File: src/rtl/ahb_arb_pkg.sv
// Shared constants and types for the AHB master arbiter.
package ahb_arb_pkg;

   localparam logic [1:0] HTRANS_IDLE   = 2'b00;
   localparam logic [1:0] HTRANS_BUSY   = 2'b01;
   localparam logic [1:0] HTRANS_NONSEQ = 2'b10;
   localparam logic [1:0] HTRANS_SEQ    = 2'b11;

   typedef enum logic [1:0] {
      ARB_IDLE     = 2'd0,
      ARB_OWN      = 2'd1,
      ARB_HANDOVER = 2'd2
   } arb_state_t;

   // Master index width; never below one bit so a two-master build still has a select.
   function automatic int midx_w(input int n);
      return (n <= 2) ? 1 : $clog2(n);
   endfunction

endpackage

File: src/rtl/rr_picker.sv
// Combinational round-robin search: first requester at or above ptr, wrapping.
module rr_picker
   import ahb_arb_pkg::*;
#(
   parameter int N = 4
) (
   input  logic [N-1:0]           req,
   input  logic [midx_w(N)-1:0]   ptr,
   output logic [midx_w(N)-1:0]   winner,
   output logic                   any_req
);

   localparam int W = midx_w(N);

   logic [W-1:0] idx;
   logic         found;

   always_comb begin
      winner = '0;
      found  = 1'b0;
      idx    = '0;
      for (int i = 0; i < N; i++) begin
         idx = W'((int'(ptr) + i) % N);
         if (!found && req[idx]) begin
            winner = idx;
            found  = 1'b1;
         end
      end
   end

   assign any_req = |req;

endmodule

File: src/rtl/ahb_master_arbiter.sv
// Round-robin arbiter sharing one AHB slave port between several masters.
//
// state        | meaning
// ARB_IDLE     | nobody owns the bus, Htrans forced IDLE
// ARB_OWN      | Hmaster drives address/control toward the bridge
// ARB_HANDOVER | grant withdrawn, previous data phase finishing
module ahb_master_arbiter
   import ahb_arb_pkg::*;
#(
   parameter int NUM_MASTERS = 4,
   parameter int ADDR_W      = 32,
   parameter int DATA_W      = 32,
   parameter int MAX_HOLD    = 16
) (
   input  logic                            Hclk,
   input  logic                            Hreset,
   input  logic [NUM_MASTERS-1:0]          Hbusreq,
   input  logic [NUM_MASTERS*ADDR_W-1:0]   M_Haddr,
   input  logic [NUM_MASTERS*DATA_W-1:0]   M_Hwdata,
   input  logic [NUM_MASTERS-1:0]          M_Hwrite,
   input  logic [NUM_MASTERS*2-1:0]        M_Htrans,
   input  logic                            Hreadyout,
   output logic [NUM_MASTERS-1:0]          Hgrant,
   output logic [midx_w(NUM_MASTERS)-1:0]  Hmaster,
   output logic [ADDR_W-1:0]               Haddr,
   output logic [DATA_W-1:0]               Hwdata,
   output logic                            Hwrite,
   output logic [1:0]                      Htrans,
   output logic                            Hreadyin
);

   localparam int MIDX_W = midx_w(NUM_MASTERS);
   localparam int CNT_W  = $clog2(MAX_HOLD + 1);
   localparam logic [CNT_W-1:0]       HOLD_MAX  = CNT_W'(MAX_HOLD);
   localparam logic [NUM_MASTERS-1:0] GRANT_ONE = NUM_MASTERS'(1);
   localparam logic [MIDX_W-1:0]      LAST_IDX  = MIDX_W'(NUM_MASTERS - 1);

   logic [ADDR_W-1:0] addr_a  [NUM_MASTERS];
   logic [DATA_W-1:0] wdata_a [NUM_MASTERS];
   logic [1:0]        trans_a [NUM_MASTERS];

   for (genvar g = 0; g < NUM_MASTERS; g++) begin : g_unpack
      assign addr_a[g]  = M_Haddr[g*ADDR_W +: ADDR_W];
      assign wdata_a[g] = M_Hwdata[g*DATA_W +: DATA_W];
      assign trans_a[g] = M_Htrans[g*2 +: 2];
   end

   arb_state_t              state, state_nxt;
   logic [NUM_MASTERS-1:0]  grant_nxt;
   logic [MIDX_W-1:0]       master_nxt;
   logic [MIDX_W-1:0]       ptr_q, ptr_nxt;
   logic [CNT_W-1:0]        beat_cnt, cnt_nxt;
   logic [MIDX_W-1:0]       hmaster_data;
   logic                    data_vld;

   logic [MIDX_W-1:0]       winner;
   logic                    any_req;
   logic [1:0]              owner_trans;
   logic                    owner_idle, owner_beat, others_req, release_own;

   rr_picker #(.N(NUM_MASTERS)) u_picker (
      .req     (Hbusreq),
      .ptr     (ptr_q),
      .winner  (winner),
      .any_req (any_req)
   );

   assign owner_trans = trans_a[Hmaster];
   assign owner_idle  = (owner_trans == HTRANS_IDLE);
   assign owner_beat  = !(owner_trans inside {HTRANS_IDLE, HTRANS_BUSY});
   assign others_req  = |(Hbusreq & ~Hgrant);
   // Only an IDLE address phase is a safe place to break ownership.
   assign release_own = owner_idle &&
                        (!Hbusreq[Hmaster] || (beat_cnt >= HOLD_MAX && others_req));

   always_comb begin
      state_nxt  = state;
      grant_nxt  = Hgrant;
      master_nxt = Hmaster;
      ptr_nxt    = ptr_q;
      cnt_nxt    = beat_cnt;
      if (Hreadyout) begin
         case (state)
            ARB_IDLE, ARB_HANDOVER: begin
               if (any_req) begin
                  grant_nxt  = GRANT_ONE << winner;
                  master_nxt = winner;
                  ptr_nxt    = (winner == LAST_IDX) ? '0 : winner + 1'b1;
                  cnt_nxt    = '0;
                  state_nxt  = ARB_OWN;
               end else begin
                  state_nxt  = ARB_IDLE;
               end
            end
            ARB_OWN: begin
               if (owner_beat && beat_cnt < HOLD_MAX)
                  cnt_nxt = beat_cnt + 1'b1;
               if (release_own) begin
                  grant_nxt = '0;
                  state_nxt = ARB_HANDOVER;
               end
            end
            default: begin
               grant_nxt = '0;
               state_nxt = ARB_IDLE;
            end
         endcase
      end
   end

   always_ff @(posedge Hclk or posedge Hreset) begin
      if (Hreset) begin
         state        <= ARB_IDLE;
         Hgrant       <= '0;
         Hmaster      <= '0;
         ptr_q        <= '0;
         beat_cnt     <= '0;
         hmaster_data <= '0;
         data_vld     <= 1'b0;
      end else begin
         state    <= state_nxt;
         Hgrant   <= grant_nxt;
         Hmaster  <= master_nxt;
         ptr_q    <= ptr_nxt;
         beat_cnt <= cnt_nxt;
         if (Hreadyout) begin
            hmaster_data <= Hmaster;
            data_vld     <= 1'b1;
         end
      end
   end

   // Write data stays zero until the data-phase owner has been loaded once after reset.
   assign Hwdata   = data_vld ? wdata_a[hmaster_data] : '0;
   assign Haddr    = (state == ARB_OWN) ? addr_a[Hmaster]   : '0;
   assign Hwrite   = (state == ARB_OWN) ? M_Hwrite[Hmaster] : 1'b0;
   assign Htrans   = (state == ARB_OWN) ? owner_trans       : HTRANS_IDLE;
   assign Hreadyin = Hreadyout;

endmodule

File: config.mk
export PLATFORM = sky130hd
export DESIGN_NAME = ahb_master_arbiter
export DESIGN_NICKNAME = d
export VERILOG_FILES = /design/src/rtl/ahb_arb_pkg.sv /design/src/rtl/rr_picker.sv /design/src/rtl/ahb_master_arbiter.sv
export SDC_FILE = /design/constraint.sdc
export NUM_CORES = 1
export LEC_CHECK = 0
export CAP_MARGIN = 20
export CORE_AREA = 2 2 137 139
export CTS_CLUSTER_SIZE = 30
export DETAILED_ROUTE_END_ITERATION = 10
export DIE_AREA = 0 0 139 141
export PLACE_DENSITY_LB_ADDON = 0.2
export SLEW_MARGIN = 20
export SYNTH_ARGS = -nofsm -noshare
export SYNTH_HDL_FRONTEND = slang
export SYNTH_SLANG_ARGS = --single-unit
File: constraint.sdc
create_clock -name Hclk -period 4.6 [get_ports Hclk]
set_clock_uncertainty 0.15 [all_clocks]
set_input_delay 0.69 -clock Hclk [delete_from_list [all_inputs] [get_ports Hclk]]
set_output_delay 0.69 -clock Hclk [all_outputs]
set_load 0.02 [all_outputs]
## Word level (Yosys, flattened, before mapping)

Cells that the tools add are included.
Widths: inputs -> output; s select.

| storage, ports and cells | value |
|---|---|
| bits in registers | 18 |
| bits of input ports | 275 |
| output and inout bits | 74 |
| word-level logic and storage cells | 98 |

| cells by class | value |
|---|---|
| $add $sub $neg | 5 |
| $lt $le $gt $ge | 9 |
| equality and inequality tests | 7 |
| shift-type cells | 1 |
| multiplexer cells | 42 |
| bitwise operators | 4 |
| reductions and logical operators | 23 |

Operators with widths:

| cell | count |
|---|---|
| $mux 32 | 6 |
| $bmux 32 s2 | 2 |
| $mux 2 | 9 |
| $lt 2x3->1 const B | 5 |
| $bmux 1 s2 | 6 |
| $mux 1 | 11 |
| $mux 5 | 2 |
| $pmux 5 s2 | 1 |
| $mux 4 | 2 |
| $pmux 4 s2 | 1 |
| $reduce_or 4->1 | 2 |
| $ge 3x3->1 const B | 2 |
| $logic_and 1x1->1 | 6 |
| $ne 2x2->1 const B | 3 |
| $not 2->3 | 2 |
| $reduce_and 3->1 | 2 |
| $add 5x1->5 const B | 1 |
| $ge 5x5->1 const B | 1 |
| $logic_not 1->1 | 5 |
| $lt 5x5->1 const B | 1 |
| $add 2x1->2 const B | 2 |
| $add 2x2->2 const B | 2 |
| $and 4x4->4 | 1 |
| $bmux 2 s2 | 1 |
| 11 further kinds | 15 |

## Logic depth before layout (Yosys ltp)

Gate-level depths: netlist of the first run.

| logic depth | value |
|---|---|
| depth after elaboration | 15 |
| mapped depth | 7 |

## Cells and area by module

Synthesis of the first run repeated with hierarchy kept, for this count alone.

| unflattened totals | value |
|---|---|
| cells, all modules | 259 |
| area, all modules | 3041.7 sq um |

By module, submodules not included:

| module | instances | cells each | area each (sq um) |
|---|---|---|---|
| ahb_master_arbiter | 1 | 244 | 2964.1 |
| rr_picker | 1 | 15 | 77.6 |

## Worst setup path after synthesis of the first run

OpenSTA, ideal clock, no wires.

| timing | value |
|---|---|
| path kind | reg-to-output |
| start | register Hmaster[0] |
| end | output Haddr[0] |
| data arrival time | 1.724 ns |
| data required time | 3.760 ns |
| path slack | 2.036 ns |
| stages on the path, launching flop included | 5 |
| path through | dfrtp_1 buf_6 buf_2 mux4_2 and2_1 |

| on the way | value |
|---|---|
| cells in the longest elaborated chain, start to end | 5 |

Ends and longest elaborated chain:

| item | line | text |
|---|---|---|
| from (decl) | ahb_master_arbiter.sv:24 | `output logic [midx_w(NUM_MASTERS)-1:0] Hmaster,` |
| from (signal assigned) | ahb_master_arbiter.sv:123 | `Hmaster <= master_nxt;` |
| $not 2->3 (not written as such) | ahb_master_arbiter.sv:135 | `assign Haddr = (state == ARB_OWN) ? addr_a[Hmaster] : '0;` |
| $bmux 32 s2 | ahb_master_arbiter.sv:135 |  |
| $mux 32 (not written as such) (2 in a row) | ahb_master_arbiter.sv:135 |  |
| $mux 32 | ahb_master_arbiter.sv:135 |  |
| to (decl) | ahb_master_arbiter.sv:25 | `output logic [ADDR_W-1:0] Haddr,` |

Every way passes these cells. The select of a mux whose other input is x is not followed.

## Worst setup path after layout of the first run

| timing | value |
|---|---|
| start | register hmaster_data[0] |
| end | output Hwdata[29] |

| on the way | value |
|---|---|
| cells in the longest elaborated chain, start to end | 5 |

Ends and longest elaborated chain:

| item | line | text |
|---|---|---|
| from (decl) | ahb_master_arbiter.sv:53 | `logic [MIDX_W-1:0] hmaster_data;` |
| from (signal assigned) | ahb_master_arbiter.sv:127 | `hmaster_data <= Hmaster;` |
| $not 2->3 (not written as such) | ahb_master_arbiter.sv:134 | `assign Hwdata = data_vld ? wdata_a[hmaster_data] : '0;` |
| $bmux 32 s2 | ahb_master_arbiter.sv:134 |  |
| $mux 32 (not written as such) (2 in a row) | ahb_master_arbiter.sv:134 |  |
| $mux 32 | ahb_master_arbiter.sv:134 |  |
| to (decl) | ahb_master_arbiter.sv:26 | `output logic [DATA_W-1:0] Hwdata,` |

Every way passes these cells. The select of a mux whose other input is x is not followed.

==> key figures, run 1 <==
Outcome
  – Outcome: completed

Power
  – Worst VDD drop: 243 µV
  – Leakage power: 2.49 nW
  – Pwr dens: 513 nW/µm²

STA
  – Worst-Margin Slew: roughly 0.94 ns
  – Setup violations, final: 0
  – Final Slew Violations: 0
  – Minimum clock period: 3.60 ns
  – Setup TNS: 0 ns
  – Max frequency: around 280 MHz
  – Final hold slack: between 0.3 and 0.4 ns
  – Unrepaired setup endpoints after global routing: false
  – Final hold violation count: 0
  – Max-slew headroom: 0.371
  – Period utilization: 0.782

Clock tree
  – Num CTS Buffers: 3
  – CTS Buffer Depth: 2
  – Root Buffer: clkbuf_16
  – Post-CTS Resized: 0
  – Postcts setup bufs: 0
  – H-tree depth: 1
  – CTS clk-pin slew, worst paths: about 0.05 ns
  – TritonCTS clock tree: done
  – Skew-Pair Late Insertion Delay: 0.25 ns
  – Clock sink total: 18
  – # hold bufs at CTS: 0

Setup path
  – Worst Setup Path Type: reg2out
  – Top cell family by delay on the critical path: flip-flops
  – WP depth: 4
  – Crit. End Element: output port
  – Worst path slowest cell: dfrtp_2
  – Startpoint Class: flip-flop
  – CP bufs+invs: 2
  – R2r worst-path depth: 7
  – Arr. time, crit path: 2.76 ns
  – Critical path peak fanout: 29
  – Largest stage delay on the critical path: 0.98 ns
  – Critical Path RT: ~3.8 ns
  – Critical path, cell by cell: buf_4 -> mux4_2 -> and2_1 -> clkdlybuf4s50_1

Synthesis
  – Area contributors post-synth: mux4_2 50%, dfrtp_1 15%, and2_1 14%
  – Synth Instances: 261
  – Seq/Total Area, Yosys: 0.146
  – Post-synthesis simple-gate area fraction: 0.193
  – Post-synthesis average cell area: 11.8 µm²
  – Mapped cell area: 3080 µm²
  – Main combinational cell family by area after synthesis: multiplexers
  – Adder-cell area share of the yosys netlist: 0.0244
  – Yosys warning count: 0
  – Share of the synthesized area in the top cell type: 0.497
  – Count leader, synth: mux4_2
  – EDFF count, synth: 0
  – Register bit count reported by yosys: 18
  – Library cells used by synthesis: 40
  – Syn nets: 542
  – Most used DFF post-synth: dfrtp_1
  – Fraction of registers with async set/reset: 1.00
  – Compound-Gate Fraction of Synth Area: 0.0638
  – Synth Area in XOR/XNOR: 0
  – Post-synthesis mux area share: 0.523
  – Leading area contributor after synthesis: mux4_2
  – Post-synth top cells: 68 x mux4_2, 67 x and2_1, 18 x dfrtp_1

Floorplan
  – Die area: 19600 µm²
  – Initial core utilization: 0.169
  – Ports: between 300 and 400
  – Core Region: 18300 µm²
  – Die W: 139 µm
  – Die height: 141 µm
  – Row count: 50

Global routing
  – Initial antenna violation count: 1
  – First-pass GRT wire length: 22.4 mm
  – Overall Global Routing Usage: 0.144
  – Total grt overflow: 0
  – Largest net degree at the start of global routing: between 40 and 50
  – Vias in the first global route: 4011

Final layout
  – Non-Filler Instances: 828
  – Share of cells above drive strength 1: 0.153
  – P&R area growth vs syn: 124%
  – Nets: 875

Routing
  – Antenna viol nets, final: 0
  – Violation count after the first detailed-route iteration: 105
  – Routed vias: 3656
  – WL per Instance: about 18 µm
  – Drt drc: 0
  – Vias per cell: about 4.4
  – Final WL: 15.0 mm
  – DR pass1 iterations: 4

Flow run
  – Max-Cap Viols: 0

Placement
  – Dpl hpwl: 12.6 mm
  – Placed cells: slightly above 800
  – I/O Buffers: 348
  – Final GP Congestion: 0.850

Worst hold path
  – Hold depth: 1
  – Type of the tightest min-delay check: reg2reg
[per-layer routing]
layer	track usage	routed length (µm)	vias up
li1	-	-	1686
met1	0.163	5620	1746
met2	0.279	8010	216
met3	0.0353	1250	8
met4	0.0197	165	0
met5	0	0	-
[power breakdown]
| part | switching (W) | internal, W | total [W] |
|---|---|---|---|
| combinational | 0.00128 | 0.00168 | 0.00297 |
| clock | 0.0000600 | 0.000132 | 0.000192 |
| sequential | 0.000148 | 0.000227 | 0.000375 |
[layout make-up]
| type | count | area, µm² |
|---|---|---|
| Clock buffer | 4 | 88.8 |
| Inverter | 10 | 37.5 |
| Tap cell | 234 | 293 |
| Fill cell | 1764 | 11400 |
| Timing Repair Buffer | 353 | 3530 |
| Sequential cell | 18 | 453 |
| Antenna cell | 1 | 2.50 |
| Multi-Input combinational cell | 208 | 2480 |
[cells by family (layout without fill, tap and decap cells)]
group,Yosys count,after routing
other cells,0,1
mux,75,75
flops,18,18
compound gates,28,28
simple gates,99,99
buf+inv,35,367
fa+ha+maj,6,6
[state kept, by name (all words and copies together), names as in the netlist]
name          count
beat_cnt          5
Hgrant            4
Hmaster           2
hmaster_data      2
ptr_q             2
state             2
data_vld          1
[cells in the final DEF (no fill, tap or decap), types with 2 or more instances in the layout]
cell	count
clkdlybuf4s50_1	348
mux4_2	68
and2_1	67
dfrtp_1	16
inv_1	9
nand2_1	8
a21oi_1	8
nor2_1	6
ha_1	6
mux2_2	5
nor2b_1	5
a22oi_1	4
buf_4	4
nand2b_1	3
o21ai_1	3
clkbuf_16	3
dfrtp_2	2
a22o_1	2
a21o_1	2
o221ai_1	2
[worst reg2reg max path: stages, from the launching register on]
cell and delay, ns:
dfrtp_1 0.35, inv_1 0.06, a22o_1 0.20, a221oi_1 0.64, inv_1 0.15, ha_1 0.23, a22oi_1 0.16, o221ai_1 0.14
[path summary, 6_finish.rpt]
| path | start | to | slack (ns) |
|---|---|---|---|
| min in group asynchronous | Hreset | hmaster_data[1] | 0.74 |
| hold / removal | hmaster_data[1] | hmaster_data[1] | 0.35 |
| max in group asynchronous | Hreset | Hmaster[0] | 3.02 |
| setup / recovery | hmaster_data[0] | Hwdata[29] | 1.00 |
| setup reg to reg | ptr_q[0] | Hgrant[0] | 2.37 |
| hold reg to reg | hmaster_data[1] | hmaster_data[1] | 0.35 |
[metrics by stage]
stage	cell area, µm²	setup WS (ns)	power, W	util
finish	6890	1.00	0.00353	0.377
global route	6890	0.787	0.00377	0.377
CTS	6880	0.924	0.00359	0.377
detailed placement	6790	1.20	0.00338	0.372
global placement	6790	1.22	0.00337	0.372
floorplan	3080	2.04	0.00211	-
Power figures use the tool's default switching activity.
==> inputs of run 2 (changes only) <==
==> constraint.sdc (replaced) <==
create_clock -name Hclk -period 3 [get_ports Hclk]
set_clock_uncertainty 0.15 [all_clocks]
set_input_delay 0.45 -clock Hclk [delete_from_list [all_inputs] [get_ports Hclk]]
set_output_delay 0.45 -clock Hclk [all_outputs]
set_load 0.02 [all_outputs]
==> run 2 against run 1 <==
Compared with the run above:
- final cell count increased by 0.24%
- sequential share of layout area decreased by 0.060 points
- largest power group unchanged
- core utilization increased by 0.35 points
- clock power increased by 36%
- combinational power increased by 60%
- setup slack got worse by 0.82 ns
==> key figures, run 2 (synthesized netlist as in run 1, its figures left out) <==
Clock tree
  – Clock sink total: 18 (unchanged)
  – # hold bufs at CTS: 0 (unchanged)
  – Skew-Pair Late Insertion Delay: 0.25 ns (about the same)
  – Postcts setup bufs: 0 (unchanged)
  – CTS clk-pin slew, worst paths: 0.05 ns (about the same)
  – TritonCTS clock tree: done
  – Root Buffer: clkbuf_16
  – Post-CTS Resized: 0 (unchanged)
  – Num CTS Buffers: 3 (unchanged)
  – CTS Buffer Depth: 2 (unchanged)
  – H-tree depth: 1 (unchanged)

Floorplan
  – Ports: 349 (unchanged)
  – Initial core utilization: 0.169 (unchanged)
  – Die area: 19600 µm² (unchanged)
  – Die height: 141 µm (unchanged)
  – Core Region: 18300 µm² (unchanged)
  – Die W: 139 µm (unchanged)
  – Row count: 50 (unchanged)

Routing
  – DR pass1 iterations: 4 (unchanged)
  – Vias per cell: 4.43 (+0.30%)
  – WL per Instance: 18.4 µm (+1.5%)
  – Final WL: 15.3 mm (+1.7%)
  – Routed vias: 3676 (+0.55%)
  – Antenna viol nets, final: 0 (unchanged)
  – Violation count after the first detailed-route iteration: 119 (+13%)
  – Drt drc: 0 (unchanged)

Final layout
  – Share of cells above drive strength 1: 0.158 (+0.00426)
  – Top reg by flops: beat_cnt
  – P&R area growth vs syn: 126%
  – Largest register FFs: 5 (unchanged)
  – Nets: 879 (+0.46%)
  – Largest regs: beat_cnt: 5 flops, Hgrant: 4 flops
  – Leading cell types in the layout, fill and taps excluded: 348 x clkdlybuf4s50_1, 68 x mux4_2, 67 x and2_1, 16 x dfrtp_1, 9 x inv_1
  – Commonest non-fill, non-tap cell in the layout: clkdlybuf4s50_1
  – N_diodes: 0 (-1)

Power
  – Pwr dens: 793 nW/µm² (+55%)
  – Worst VDD drop: 377 µV (+55%)
  – Leakage power: 2.52 nW (+1.2%)

Placement
  – I/O Buffers: 348 (unchanged)
  – Final GP Congestion: 0.818 (-3.8%)
  – Dpl hpwl: 12.6 mm (about the same)

Outcome
  – Outcome: completed

Worst hold path
  – Hold depth: 1 (unchanged)
  – Type of the tightest min-delay check: reg2reg
  – Min-delay src: beat_cnt[2]

STA
  – Minimum clock period: 2.82 ns
  – Worst-Margin Slew: 0.931 ns (-0.0121 ns)
  – Max-slew headroom: 0.379 (+0.00806)
  – Final hold slack: 0.365 ns (+0.0100 ns)
  – Final Slew Violations: 0 (unchanged)
  – Unrepaired setup endpoints after global routing: false
  – Setup violations, final: 0 (unchanged)
  – Max frequency: 355 MHz
  – Final hold violation count: 0 (unchanged)
  – Setup TNS: 0 ns (unchanged)
  – Period utilization: 0.939

Setup path
  – Critical Path RT: 2.40 ns (-1.36 ns)
  – Startpoint Class: flip-flop
  – R2R Path Start: Hmaster[0]
  – Critical path, cell by cell: buf_12 -> mux4_2 -> and2_1 -> clkdlybuf4s50_1
  – Worst path slowest cell: clkdlybuf4s50_1
  – R2r worst-path depth: 4 (-3)
  – Worst Setup Path Type: reg2out
  – Crit. End Element: output port
  – Worst setup startpoint: hmaster_data[0]
  – Largest stage delay on the critical path: 0.56 ns (-0.42 ns)
  – Critical path peak fanout: 22 (-24%)
  – Arr. time, crit path: 2.22 ns (-0.54 ns)

Global routing
  – Total grt overflow: 0 (unchanged)
  – Overall Global Routing Usage: 0.147 (+0.00340)
  – Vias in the first global route: 4096 (+2.1%)
  – Initial antenna violation count: 0 (-1)
  – First-pass GRT wire length: 22.9 mm (+2.2%)
  – Largest net degree at the start of global routing: 40 (-4.8%)

Flow run
  – Max-Cap Viols: 0 (unchanged)
## run 2: cell types whose count changed in the layout (fill, tap and decap cells not counted), sizes merged
cell	before	now
buf	5	9
clkbuf	4	3
diode	1	0
## run 2: path summary, 6_finish.rpt
check / slack, ns / to
worst max-delay path: 0.18 / Hwdata[13]
min in group asynchronous: 0.48 / hmaster_data[1]
worst max register to register: 0.81 / Hgrant[2]
worst min-delay path: 0.36 / beat_cnt[2]
max in group asynchronous: 1.72 / Hmaster[0]
worst min register to register: 0.36 / beat_cnt[2]
## run 2: through the flow
step                      area (µm²)  total power, W   util  worst slack [ns]  std cells
after global routing            6950         0.00589  0.380            0.0646        830
after global placement          6870         0.00529  0.376             0.208        827
after detailed placement        6870         0.00531  0.376             0.218        827
after floorplan                 3080         0.00324      -             0.676        261
after CTS                       6950         0.00560  0.380             0.124        830
final                           6950         0.00551  0.380             0.184        830
## run 2: critical path: cells and delay by family (launching register included)
kind	cells	cell delay [ns]
simple gates	1	0.17
flops	1	0.47
buf+inv	2	0.80
mux	1	0.51
## run 2: final cells by class
cell class | count | area (µm²)
fill | 1788 | 11300
multi-input combinational | 208 | 2480
timing repair buffer | 357 | 3610
inverter | 10 | 37.5
sequential | 18 | 453
tap | 234 | 293
clock buffer | 3 | 75.1
## run 2: routing by layer
metal	track usage	wire (µm)
met5	0	0
met4	0.0191	147
met3	0.0397	1350
met2	0.289	8190
met1	0.162	5620
## run 2: where the power goes
| part | total (W) | internal (W) | switching (W) |
|---|---|---|---|
| sequential | 0.000483 | 0.000350 | 0.000133 |
| combinational | 0.00476 | 0.00268 | 0.00209 |
| clock | 0.000262 | 0.000175 | 0.0000865 |
